--- src/rtl/pad_blk_pkg.sv ---
// Shared constants and state encoding for the SHA3-256 padding block.
// Lane indices count 0..24 within one 25-lane Keccak block.
package pad_blk_pkg;

  localparam int RATE_LANES = 17;
  localparam int NUM_LANES  = 25;
  localparam int LANE_W     = 5;

  localparam logic [7:0] PAD_DOMAIN = 8'h06;
  localparam logic [7:0] PAD_END    = 8'h80;

  localparam logic [LANE_W-1:0] LAST_RATE_LANE = LANE_W'(RATE_LANES - 1);
  localparam logic [LANE_W-1:0] LAST_LANE      = LANE_W'(NUM_LANES - 1);

  typedef enum logic [1:0] {
    IDLE,
    ABSORB,
    PADFILL,
    CAP
  } state_t;

endpackage

--- src/rtl/pad_blk_if.sv ---
// Word-in / lane-out handshake bundle for pad_blk.
// The slave view is the padder itself; the master view drives it.
interface pad_blk_if;

  logic        pushin;
  logic        stopin;
  logic        firstin;
  logic        lastin;
  logic [3:0]  nbytes;
  logic [63:0] din;
  logic        pushout;
  logic        stopout;
  logic        firstout;
  logic [63:0] dout;

  modport slave (
    input  pushin, firstin, lastin, nbytes, din, stopout,
    output stopin, pushout, firstout, dout
  );

  modport master (
    output pushin, firstin, lastin, nbytes, din, stopout,
    input  stopin, pushout, firstout, dout
  );

endinterface

--- src/rtl/pad_lane.sv ---
// Combinational byte masking and SHA3 pad insertion for one 64-bit lane.
// A short final word gets 0x06 after its last byte; a deferred pad lands in byte 0.
module pad_lane
  import pad_blk_pkg::*;
(
  input  logic [63:0]       i_din,
  input  logic [3:0]        i_nbytes,
  input  logic              i_lastin,
  input  logic [LANE_W-1:0] i_lane,
  input  logic              i_padPending,
  output logic [63:0]       o_lane
);

  logic w_short;

  assign w_short = i_lastin && (i_nbytes < 4'd8);

  always_comb begin
    o_lane = i_din;
    for (int i = 0; i < 8; i++) begin
      if (w_short && (4'(i) >= i_nbytes)) o_lane[8*i +: 8] = 8'h00;
      if (w_short && (4'(i) == i_nbytes)) o_lane[8*i +: 8] = PAD_DOMAIN;
    end
    // Final rate lane also carries the closing pad bit (0x86 when n=7).
    if (w_short && (i_lane == LAST_RATE_LANE)) o_lane[63:56] = o_lane[63:56] | PAD_END;
    if (i_padPending) o_lane[7:0] = o_lane[7:0] | PAD_DOMAIN;
  end

endmodule

--- src/rtl/pad_blk.sv ---
// SHA3-256 padder: turns a byte-counted word stream into 25-lane Keccak blocks
// (17 rate lanes, 8 zero capacity lanes) through a single registered output stage.
module pad_blk
  import pad_blk_pkg::*;
(
  input  logic      clk,
  input  logic      rst,
  pad_blk_if.slave  bus
);

  state_t            r_state;
  logic [LANE_W-1:0] r_lane;
  logic              r_padPending;
  logic              r_endMsg;
  logic              r_pushout;
  logic              r_firstout;
  logic [63:0]       r_dout;

  logic              w_fill;
  logic              w_adv;
  logic              w_stopin;
  logic              w_xfer;
  logic              w_take;
  logic              w_fullLast;
  logic [63:0]       w_padded;
  logic [63:0]       w_nextLane;

  assign w_fill     = (r_state == PADFILL);
  assign w_adv      = !(r_pushout && bus.stopout);
  assign w_stopin   = (r_state == PADFILL) || (r_state == CAP) || !w_adv;
  assign w_xfer     = bus.pushin && !w_stopin;
  assign w_take     = w_xfer && ((r_state == ABSORB) || bus.firstin);
  assign w_fullLast = bus.lastin && (bus.nbytes >= 4'd8);

  pad_lane u_padLane (
    .i_din        (w_fill ? 64'd0 : bus.din),
    .i_nbytes     (bus.nbytes),
    .i_lastin     (!w_fill && bus.lastin),
    .i_lane       (r_lane),
    .i_padPending (r_padPending),
    .o_lane       (w_padded)
  );

  // Fill lanes never see a short final word, so the closing bit is added here.
  assign w_nextLane = w_padded |
                      ((w_fill && (r_lane == LAST_RATE_LANE)) ? {PAD_END, 56'd0} : 64'd0);

  always_ff @(posedge clk) begin
    if (rst) begin
      r_state      <= IDLE;
      r_lane       <= '0;
      r_padPending <= 1'b0;
      r_endMsg     <= 1'b0;
      r_pushout    <= 1'b0;
      r_firstout   <= 1'b0;
      r_dout       <= 64'd0;
    end else if (w_adv) begin
      r_pushout  <= 1'b0;
      r_firstout <= 1'b0;
      case (r_state)
        IDLE, ABSORB: begin
          if (w_take) begin
            r_dout     <= w_nextLane;
            r_pushout  <= 1'b1;
            r_firstout <= (r_lane == '0);
            r_lane     <= r_lane + 1'b1;
            if (bus.lastin) begin
              r_endMsg     <= 1'b1;
              r_padPending <= w_fullLast;
              r_state      <= (r_lane == LAST_RATE_LANE) ? CAP : PADFILL;
            end else begin
              r_state <= (r_lane == LAST_RATE_LANE) ? CAP : ABSORB;
            end
          end
        end
        PADFILL: begin
          r_dout       <= w_nextLane;
          r_pushout    <= 1'b1;
          r_firstout   <= (r_lane == '0);
          r_padPending <= 1'b0;
          r_lane       <= r_lane + 1'b1;
          if (r_lane == LAST_RATE_LANE) r_state <= CAP;
        end
        CAP: begin
          r_dout    <= 64'd0;
          r_pushout <= 1'b1;
          // A deferred pad after a full final lane 16 needs a whole extra block.
          if (r_lane == LAST_LANE) begin
            r_lane <= '0;
            if (r_padPending) begin
              r_state <= PADFILL;
            end else if (r_endMsg) begin
              r_endMsg <= 1'b0;
              r_state  <= IDLE;
            end else begin
              r_state <= ABSORB;
            end
          end else begin
            r_lane <= r_lane + 1'b1;
          end
        end
        default: r_state <= IDLE;
      endcase
    end
  end

  assign bus.stopin   = w_stopin;
  assign bus.pushout  = r_pushout;
  assign bus.firstout = r_firstout;
  assign bus.dout     = r_dout;

endmodule

--- src/flat_wrapper.sv ---
// flat-port wrapper written by rule: the top's interface ports become plain ports
module pad_blk_flat import pad_blk_pkg::*;
  (clk, rst, bus_pushin, bus_firstin, bus_lastin, bus_nbytes, bus_din, bus_stopout, bus_stopin, bus_pushout, bus_firstout, bus_dout);
  pad_blk_if bus_i ();
  input  logic clk;
  input  logic rst;
  input wire logic [$bits(bus_i.pushin)-1:0] bus_pushin;
  input wire logic [$bits(bus_i.firstin)-1:0] bus_firstin;
  input wire logic [$bits(bus_i.lastin)-1:0] bus_lastin;
  input wire logic [$bits(bus_i.nbytes)-1:0] bus_nbytes;
  input wire logic [$bits(bus_i.din)-1:0] bus_din;
  input wire logic [$bits(bus_i.stopout)-1:0] bus_stopout;
  output wire logic [$bits(bus_i.stopin)-1:0] bus_stopin;
  output wire logic [$bits(bus_i.pushout)-1:0] bus_pushout;
  output wire logic [$bits(bus_i.firstout)-1:0] bus_firstout;
  output wire logic [$bits(bus_i.dout)-1:0] bus_dout;
  assign bus_i.pushin = bus_pushin;
  assign bus_i.firstin = bus_firstin;
  assign bus_i.lastin = bus_lastin;
  assign bus_i.nbytes = bus_nbytes;
  assign bus_i.din = bus_din;
  assign bus_i.stopout = bus_stopout;
  assign bus_stopin = bus_i.stopin;
  assign bus_pushout = bus_i.pushout;
  assign bus_firstout = bus_i.firstout;
  assign bus_dout = bus_i.dout;
  pad_blk u_core (.clk(clk), .rst(rst), .bus(bus_i));
endmodule
--- config.mk ---
export PLATFORM = sky130hd
export DESIGN_NAME = pad_blk_flat
export DESIGN_NICKNAME = d
export VERILOG_FILES = /design/src/rtl/pad_blk_pkg.sv /design/src/rtl/pad_blk_if.sv /design/src/rtl/pad_lane.sv /design/src/rtl/pad_blk.sv /design/src/flat_wrapper.sv
export SDC_FILE = /design/constraint.sdc
export NUM_CORES = 1
export LEC_CHECK = 0
export BUFFER_PORTS_ARGS = -buffer_cell sky130_fd_sc_hd__buf_2
export CORE_UTILIZATION = 51
export CTS_CLUSTER_SIZE = 28
export DETAILED_ROUTE_END_ITERATION = 8
export PLACE_DENSITY_LB_ADDON = 0.25
export SLEW_MARGIN = 30
export SYNTH_ARGS = -nofsm -noshare
export SYNTH_HDL_FRONTEND = slang
export SYNTH_HIERARCHICAL = 1
export SYNTH_SLANG_ARGS = --single-unit
--- constraint.sdc ---
create_clock -name clk -period 2.05 [get_ports clk]
set_input_delay 0.205 -clock clk [delete_from_list [all_inputs] [get_ports clk]]
set_output_delay 0.205 -clock clk [all_outputs]
set_load 0.005 [all_outputs]
==> results of run 1 <==
## cells in the final DEF, fill, tap and decap left out, drive strengths merged, types with 3 or more instances in the layout
cell	instances
inv	18
buf	159
dfxtp	75
nand3	73
a211o	3
o21ai	7
a21boi	31
a21oi	76
nor2b	18
a2bb2oi	4
nor3	3
mux2i	4
clkbuf	11
nand2	75
and2	65
## flip-flops by register name (all words and copies together) (netlist names)
name	flops
u_core/bus.dout	64
u_core/r_lane	5
u_core/r_state	2
u_core/bus.firstout	1
u_core/bus.pushout	1
u_core/r_endMsg	1
u_core/r_padPending	1
## kinds of logic (layout without fill, tap and decap cells)
group,after synthesis,after routing
AO/OA/AOI/OAI,132,132
XOR/XNOR,1,1
adder cells (fa/ha/maj),2,2
buffers and inverters,65,192
flip-flops,75,75
multiplexers,4,4
AND/OR/NAND/NOR,253,253
## final cells by class
type | instances | area [µm²] | share of cell area [%]
clock buffer | 11 | 141 | 2.82
clock inverter | 4 | 51.3 | 1.02
inverter | 18 | 67.6 | 1.35
multi-input combinational | 392 | 2260 | 45.2
sequential | 75 | 1500 | 30.0
tap | 102 | 128 | 2.55
timing repair buffer | 159 | 856 | 17.1
## metal layers
metal,part of all wire (%),global-route usage [%],up-vias
li1,-,-,2047
met1,44,29.6,1900
met2,48,46.3,146
met3,6.7,5.22,16
met4,1.7,10.4,0
met5,0,0,-
## per-stage QoR
stage,power [mW],hold slack [ns],cells,util (%),area [µm²]
3_3_place_gp,2.55,0.436,746,62.0,4810
4_1_cts,3.71,0.147,761,64.5,5010
2_1_floorplan,2.30,0.369,532,-,4110
3_5_place_dp,2.58,0.442,746,62.0,4810
6_report,3.68,0.160,761,64.5,5010
5_1_grt,3.88,0.171,761,64.5,5010
## critical path: cells and delay by family, from the launching register on
| kind | cells | cell delay (ns) |
|---|---|---|
| compound gates | 2 | 0.37 |
| buf+inv | 3 | 0.51 |
| flops | 1 | 0.34 |
| simple gates | 3 | 0.42 |
## worst paths after layout
kind	start	to	cells past startpoint
min	bus_stopout	u_core/bus.firstout	3
min reg2reg	u_core/bus.dout[27]	u_core/bus.dout[27]	2
max reg2reg	u_core/r_state[0]	u_core/bus.dout[42]	8
max	u_core/r_state[0]	u_core/bus.dout[42]	8
## Yosys cell counts (all sizes together) (2+ instances only)
cell type  number
and2           65
mux2i           4
nand4           2
a31oi           2
a21o            2
a211o           3
or4             2
nor3            3
nor2            2
or4b            2
buf            26
o221ai          2
o21ai           7
a21boi         31
nor4bb          2
nand2          75
dfxtp          75
nor4b           2
nand3          73
clkbuf         21
nand2b          2
nor2b          18
a21oi          76
a2bb2oi         4
ha              2
nor3b           2
inv            18
## power by group through the flow
stage,clock network (mW),registers (mW),logic (mW)
detailed placement,0,1.68,0.905
global placement,0,1.67,0.881
CTS,1.16,1.64,0.909
finish,1.13,1.64,0.907
global route,1.21,1.66,1.01
floorplan,0,1.69,0.617
==> qor.yml, run 1 <==
finClkSkew_ns: 0.0123
pwr-share-comb_pct: 24.7
critPathKind: "flop to flop"
drt_pass1_iterations: 5
netSwitchingPower_mw: 1.09
drt_iter0_markers: 242
hold_buffers: 0
core_region_area_um2: 7770
wire_per_inst_um: 14.0
dieArea_um2: 8420
p_leak_nw: 2.22
max_cap_viol_count: 0
synth_cell_types: 45
drc: 0
cts_setup_buffers: 0
rsz0062_at_grt: "false"
slowest_delay_ns: 0.40
grt_pass1_vias: 4013
clk_latency_ns: 0.34
async_flop_share_pct: 0
synth_seq_cells: 75
powerDensity_nw_per_um2: 734
critPathCaptureType: "flop"
ctsHtreeMaxLevel: 3
cp_cell_sequence: "inv_1, nand2_1, buf_4, and2_1, inv_1, o221ai_1, nand3_1, a21oi_1"
die_w_um: 91.8
synth-warning-count: 6
period_share_pct: 84.2
drt_wl_total_um: 10700
clock_power_share_pct: 30.6
ctsResizeCount: 0
drive_gt1_share_pct: 27.6
gp_congestion: 0.818
fillers: 744
ctsLongestPathBuffers: 2
ir_drop_mv: 0.396
rows: 32
synth_top_area_share_pct: 36.5
synth_nets: 608
setup_viol: 0
hold_path_class: "primary input to flop"
r2r_slack_ns: 0.32
path_max_fanout: 65
grt_pass1_wl_um: 17600
slowest_stage: "buf_4"
p_seq_share_pct: 44.7
synth_top_family_by_area: "simple AND/OR/NAND/NOR gates"
io-pin-count: 141
cts_tree: "built"
syn_area_um2: 4110
num_vias: 4109
syn_area_per_cell_um2: 7.73
layout_min_cycle_time_ns: 1.73
initial_core_util_pct: 52.9
grt_usage_pct: 25.7
synth_compound_area_share_pct: 19.8
intPower_mw: 2.58
synthCells: 532
antennaDiodeCount: 0
ant_nets: 0
die_h_um: 91.8
antenna_found_initial: 0
hpwl_um: 7320
tns_ns: 0
synthAdderAreaFrac_pct: 0.609
worstPathRequired_ns: 2.33
final_hold_viol_count: 0
nets: 731
fmax_ghz: 0.579
critPathLaunchType: "flop"
synth_edf_count: 0
post-place-ws_ns: 0.370
synth_mux_area_share_pct: 0.974
clk_pin_slew_ns: 0.08
syn_to_final_growth_pct: 21.8
numCtsBuffers: 9
synthXorXnorAreaFrac_pct: 0.213
status: "finished, final reports clean"
grt.overflow.total: 0
tightest_slew_ns: 0.653
arrival_ns: 2.01
slew_headroom_pct: 56.3
slew_violations: 0
yosys.area.top_type: "dfxtp_1"
grt_max_degree: 66
ys_seq_area_share_pct: 36.5
ctsRootBufferMaster: "clkbuf_8"
crit_path_frequent_cell: "inv_1"
swShare_pct: 29.8
synth_area_leaders: "dfxtp_1 37%, and2_1 9.9%, a21oi_1 9.3%"
synth_simple_gate_area_share_pct: 33.2
clock-sinks: 75
numPortBuffers: 140
post-route-worst-setup-slack_ns: 0.324
synthFlopType: "dfxtp_1"
vias_per_cell: 5.40
Power figures use the tool's default switching activity.
==> inputs of run 2 (changes only) <==
Clock period 2.05 ns to 1.8 ns, I/O delays scaled along.
==> run 2 against run 1 <==
  * Maximum frequency rose by 5.3%
  * Critical path depth decreased by 2
  * Die area unchanged
  * Critical path type unchanged
  * Critical endpoint is now u_core/r_state[0]
  * Largest power group unchanged
==> qor.yml, run 2 (same netlist as run 1, synthesis figures left out) <==
status: "finished, final reports clean"
ir_drop_mv: 0.419  # +5.7%
clock-sinks: 75  # unchanged
antenna_found_initial: 0  # unchanged
path_max_fanout: 13  # -80%
dieArea_um2: 8420  # unchanged
worstPathRequired_ns: 2.06  # -0.27 ns
fmax_ghz: 0.610  # +5.3%
ctsHtreeMaxLevel: 3  # unchanged
drt_wl_total_um: 11000  # +2.8%
wire_per_inst_um: 14.4  # +2.4%
rows: 32  # unchanged
ctsResizeCount: 0  # unchanged
period_share_pct: 91.1  # +6.9 points
largest_register_ff_count: 64  # unchanged
tightest_slew_ns: 0.635  # -0.0178 ns
io-pin-count: 141  # unchanged
dr_wl_met2_um: 5260  # +3.4%
rsz0062_at_grt: "false"
netSwitchingPower_mw: 1.26  # +15%
slew_violations: 0  # unchanged
setup_viol: 0  # unchanged
die_w_um: 91.8  # unchanged
dr_wl_met3_um: 748  # +5.1%
max_cap_viol_count: 0  # unchanged
ctsLongestPathBuffers: 2  # unchanged
clk_latency_ns: 0.34  # about the same
die_h_um: 91.8  # unchanged
pwr-share-comb_pct: 24.3  # -0.4 points
drt_pass1_iterations: 4  # -1
grt_usage_pct: 26.8  # +1.1 points
highest_layer: "met4"
drt_iter0_markers: 284  # +17%
initial_core_util_pct: 52.9  # unchanged
nets: 733  # +0.27%
swShare_pct: 28.6  # -1.2 points
syn_to_final_growth_pct: 24.0
final_hold_viol_count: 0  # unchanged
drc: 0  # unchanged
clock_power_share_pct: 33.2  # +2.6 points
critPathLaunchType: "flop"
numPortBuffers: 140  # unchanged
num_vias: 4115  # +0.15%
tns_ns: 0  # unchanged
cts_setup_buffers: 0  # unchanged
final_cell_mix: "140 x buf_2, 76 x a21oi_1, 75 x dfxtp_1, 74 x nand2_1, 73 x nand3_1"
arrival_ns: 1.90  # -0.11 ns
grt_pass1_vias: 3870  # -3.6%
drive_gt1_share_pct: 28.1  # +0.48 points
grt_pass1_wl_um: 18300  # +4.0%
ant_nets: 0  # unchanged
p_leak_nw: 2.26  # +2.0%
final_common_cell: "buf_2"
vias_per_cell: 5.39  # -0.25%
wl_met1_um: 4790  # +2.2%
finish.utilization_pct: 65.6  # +1.2 points
finClkSkew_ns: 0.00878  # -0.00352 ns
layout_min_cycle_time_ns: 1.64  # -0.0869 ns
hpwl_um: 7590  # +3.6%
grt_max_degree: 45  # -32%
slew_headroom_pct: 57.5  # +1.2 points
ctsRootBufferMaster: "clkbuf_8"
holdWs_ns: 0.135  # -0.0251 ns
grt.overflow.total: 0  # unchanged
antennaDiodeCount: 0  # unchanged
clk_pin_slew_ns: 0.08  # about the same
hold_path_class: "primary input to flop"
core_region_area_um2: 7770  # unchanged
gp_congestion: 0.912  # +11%
intPower_mw: 3.15  # +22%
cts_tree: "built"
numCtsBuffers: 9  # unchanged
hold_buffers: 0  # unchanged
critPathKind: "flop to flop"
p_seq_share_pct: 42.5  # -2.2 points
critPathCaptureType: "flop"
powerDensity_nw_per_um2: 865  # +18%
-- run 2: cell count changes in the layout (fill, tap and decap cells not counted), sizes merged --
cell / before / now
bufinv: 1 / 2
clkinv: 2 / 1
clkbuf: 11 / 12
buf: 159 / 161
-- run 2: routing by layer --
metal / vias to the layer above / track usage [%]
li1: 2052 / -
met1: 1878 / 34.9
met5: - / 0
met3: 17 / 5.06
met4: 0 / 8.98
met2: 168 / 44.7
-- run 2: through the flow --
stage / worst slack [ns] / std cells / total power, mW / instance area [µm²]
6_report: 0.160 / 764 / 4.41 / 5100
5_1_grt: 0.0239 / 764 / 4.67 / 5100
4_1_cts: 0.183 / 764 / 4.44 / 5100
3_5_place_dp: 0.191 / 748 / 2.97 / 4870
3_3_place_gp: 0.272 / 748 / 2.94 / 4870
2_1_floorplan: 0.0357 / 532 / 2.63 / 4120
-- run 2: worst paths after layout --
kind,startpoint,end,slack [ns],cells past startpoint
setup / recovery,u_core/r_state[0],u_core/r_state[0],0.16,6
hold / removal,bus_stopout,u_core/bus.firstout,0.13,3
setup reg to reg,u_core/r_state[0],u_core/r_state[0],0.16,6
hold reg to reg,u_core/bus.dout[17],u_core/bus.dout[17],0.45,2
-- run 2: cell type report --
type	instances	area (µm²)
clock inverter	4	72.6
sequential	75	1500
multi-input combinational	392	2260
clock buffer	12	155
tap	102	128
fill	719	2670
inverter	18	67.6
timing repair buffer	161	908
-- run 2: worst max-delay path, cell delays in order (launching register included) --
cell and delay, ns:
dfxtp_1 0.31, buf_4 0.15, o21ai_0 0.43, a21boi_4 0.14, buf_4 0.21, a211o_1 0.27
o31ai_2 0.05
-- run 2: power groups by stage --
| stage | clock (mW) | sequential [mW] | combinational, mW |
|---|---|---|---|
| after detailed placement | 0 | 1.91 | 1.06 |
| after floorplan | 0 | 1.92 | 0.706 |
| after global placement | 0 | 1.91 | 1.04 |
| final | 1.46 | 1.88 | 1.07 |
| after CTS | 1.50 | 1.88 | 1.07 |
| after global routing | 1.59 | 1.89 | 1.19 |
==> inputs of run 3 (changes only) <==
Settings changed: CTS_BUF_LIST from default to sky130_fd_sc_hd__clkbuf_8 sky130_fd_sc_hd__clkbuf_16.
==> run 3 against run 2 <==
  * Combinational power is essentially flat
  * Cell area stayed put
  * Register-to-register slack is essentially flat
==> qor.yml, run 3 (same netlist as run 1, synthesis figures left out) <==
clock_power_share_pct: 33.1  # about the same
rsz0062_at_grt: "false"
antennaDiodeCount: 0  # unchanged
wire_per_inst_um: 14.4  # about the same
min_from: "bus_stopout"
power.total_mw: 4.40  # -0.12%
final_common_cell: "buf_2"
rows: 32  # unchanged
whs_path_depth: 3  # unchanged
grt_max_degree: 45  # unchanged
finClkSkew_ns: 0.00915  # +0.000366 ns
slew_headroom_pct: 55.1  # -2.4 points
vias_per_cell: 5.38  # about the same
p_leak_nw: 2.26  # +0.18%
max_cap_viol_count: 0  # unchanged
antenna_found_initial: 0  # unchanged
worst_r2r_path_depth: 6  # unchanged
slew_violations: 0  # unchanged
tns_ns: 0  # unchanged
p_seq_share_pct: 42.6  # about the same
dieArea_um2: 8420  # unchanged
drt_iter0_markers: 283  # -0.35%
ctsResizeCount: 0  # unchanged
final_hold_viol_count: 0  # unchanged
r2r_slack_ns: 0.16  # about the same
critPathCaptureType: "flop"
cp_cell_sequence: "buf_4, o21ai_0, a21boi_4, buf_4, a211o_1, o31ai_2"
swShare_pct: 28.6  # +0.042 points
die_h_um: 91.8  # unchanged
nets: 733  # unchanged
final_cell_mix: "140 x buf_2, 76 x a21oi_1, 75 x dfxtp_1, 74 x nand2_1, 73 x nand3_1"
holdPathEnd: "u_core/bus.firstout"
slowest_stage: "o21ai_0"
numCtsBuffers: 9  # unchanged
ant_nets: 0  # unchanged
cp.depth: 6  # unchanged
numPortBuffers: 140  # unchanged
intPower_mw: 3.14  # -0.18%
die_w_um: 91.8  # unchanged
fmax_ghz: 0.610  # about the same
slowest_delay_ns: 0.43  # about the same
period_share_pct: 91.1  # about the same
initial_core_util_pct: 52.9  # unchanged
crit_buf_inv: 2  # unchanged
drive_gt1_share_pct: 28.1  # unchanged
crit_path_frequent_cell: "buf_4"
worstPathRequired_ns: 2.06  # about the same
finish.utilization_pct: 65.6  # unchanged
path_max_fanout: 13  # unchanged
status: "finished, final reports clean"
layout_min_cycle_time_ns: 1.64  # +0.000184 ns
hold_buffers: 0  # unchanged
hold_path_class: "primary input to flop"
clock-sinks: 75  # unchanged
cp_top_family: "compound AO/OA/AOI/OAI gates"
timing.rr.start: "u_core/r_state[0]"
io-pin-count: 141  # unchanged
drt_pass1_iterations: 4  # unchanged
grt.overflow.total: 0  # unchanged
ctsHtreeMaxLevel: 3  # unchanged
drc: 0  # unchanged
gp_congestion: 0.912  # unchanged
critPathKind: "flop to flop"
grt_usage_pct: 26.8  # unchanged
ctsRootBufferMaster: "clkbuf_8"
ir_drop_mv: 0.418  # -0.21%
core_region_area_um2: 7770  # unchanged
powerDensity_nw_per_um2: 864  # -0.12%
grt_pass1_wl_um: 18300  # unchanged
critPathLaunchType: "flop"
hpwl_um: 7590  # unchanged
num_vias: 4113  # -0.049%
cts_tree: "built"
cts_setup_buffers: 0  # unchanged
grt_pass1_vias: 3870  # unchanged
tightest_slew_ns: 0.671  # +0.0356 ns
r2r-end: "u_core/r_state[0]"
syn_to_final_growth_pct: 24.0  # unchanged
arrival_ns: 1.90  # about the same
netSwitchingPower_mw: 1.26  # about the same
pwr-share-comb_pct: 24.3  # about the same
largest_register_ff_count: 64  # unchanged
clk_latency_ns: 0.34  # about the same
setup_viol: 0  # unchanged
drt_wl_total_um: 11000  # about the same
ctsLongestPathBuffers: 2  # unchanged
clk_pin_slew_ns: 0.08  # about the same
## run 3: changes by cell type in the layout (fill, tap and decap cells not counted), sizes merged
cell / before / now
clkbuf: 12 / 11
inv: 18 / 19
## run 3: through the flow
step / area, µm² / hold slack (ns) / cells / setup WS (ns)
3_3_place_gp: 4870 / 0.436 / 748 / 0.272
4_1_cts: 5100 / 0.114 / 764 / 0.183
2_1_floorplan: 4120 / 0.344 / 532 / 0.0357
5_1_grt: 5100 / 0.131 / 764 / 0.0239
6_report: 5100 / 0.138 / 764 / 0.160
3_5_place_dp: 4870 / 0.441 / 748 / 0.191
## run 3: cell type report
| cell class | instances | area [µm²] |
|---|---|---|
| clock buffer | 11 | 151 |
| tap | 102 | 128 |
| fill | 719 | 2670 |
| inverter | 18 | 67.6 |
| sequential | 75 | 1500 |
| clock inverter | 5 | 76.3 |
| multi-input combinational | 392 | 2260 |
| timing repair buffer | 161 | 908 |
## run 3: metal layers
metal	vias to the layer above	GRT usage, %	routed length (µm)
li1	2054	-	-
met5	-	0	0
met3	15	5.06	720
met2	166	44.7	5290
met4	0	8.98	145
met1	1878	34.9	4810
## run 3: worst max path at each step
| stage | from | endpoint |
|---|---|---|
| 6_report | u_core/r_state[0] | u_core/r_state[0] |
| 3_5_place_dp | u_core/r_state[0] | u_core/bus.dout[26] |
| 4_1_cts | u_core/r_state[0] | u_core/r_state[0] |
| 5_1_grt | u_core/r_state[0] | u_core/bus.dout[25] |
| 2_1_floorplan | u_core/r_state[0] | u_core/bus.dout[25] |
| 3_3_place_gp | u_core/r_state[0] | u_core/bus.dout[26] |
## run 3: power by group through the flow
| stage | clock (mW) | sequential (mW) | combinational (mW) |
|---|---|---|---|
| finish | 1.46 | 1.88 | 1.07 |
| global route | 1.59 | 1.89 | 1.19 |
| CTS | 1.49 | 1.88 | 1.07 |
| detailed placement | 0 | 1.91 | 1.06 |
| global placement | 0 | 1.91 | 1.04 |
| floorplan | 0 | 1.92 | 0.706 |
## run 3: worst register-to-register path, stage by stage (launching register included)
cell,delay (ns)
dfxtp_1,0.31
buf_4,0.15
o21ai_0,0.43
a21boi_4,0.14
buf_4,0.21
a211o_1,0.27
o31ai_2,0.05
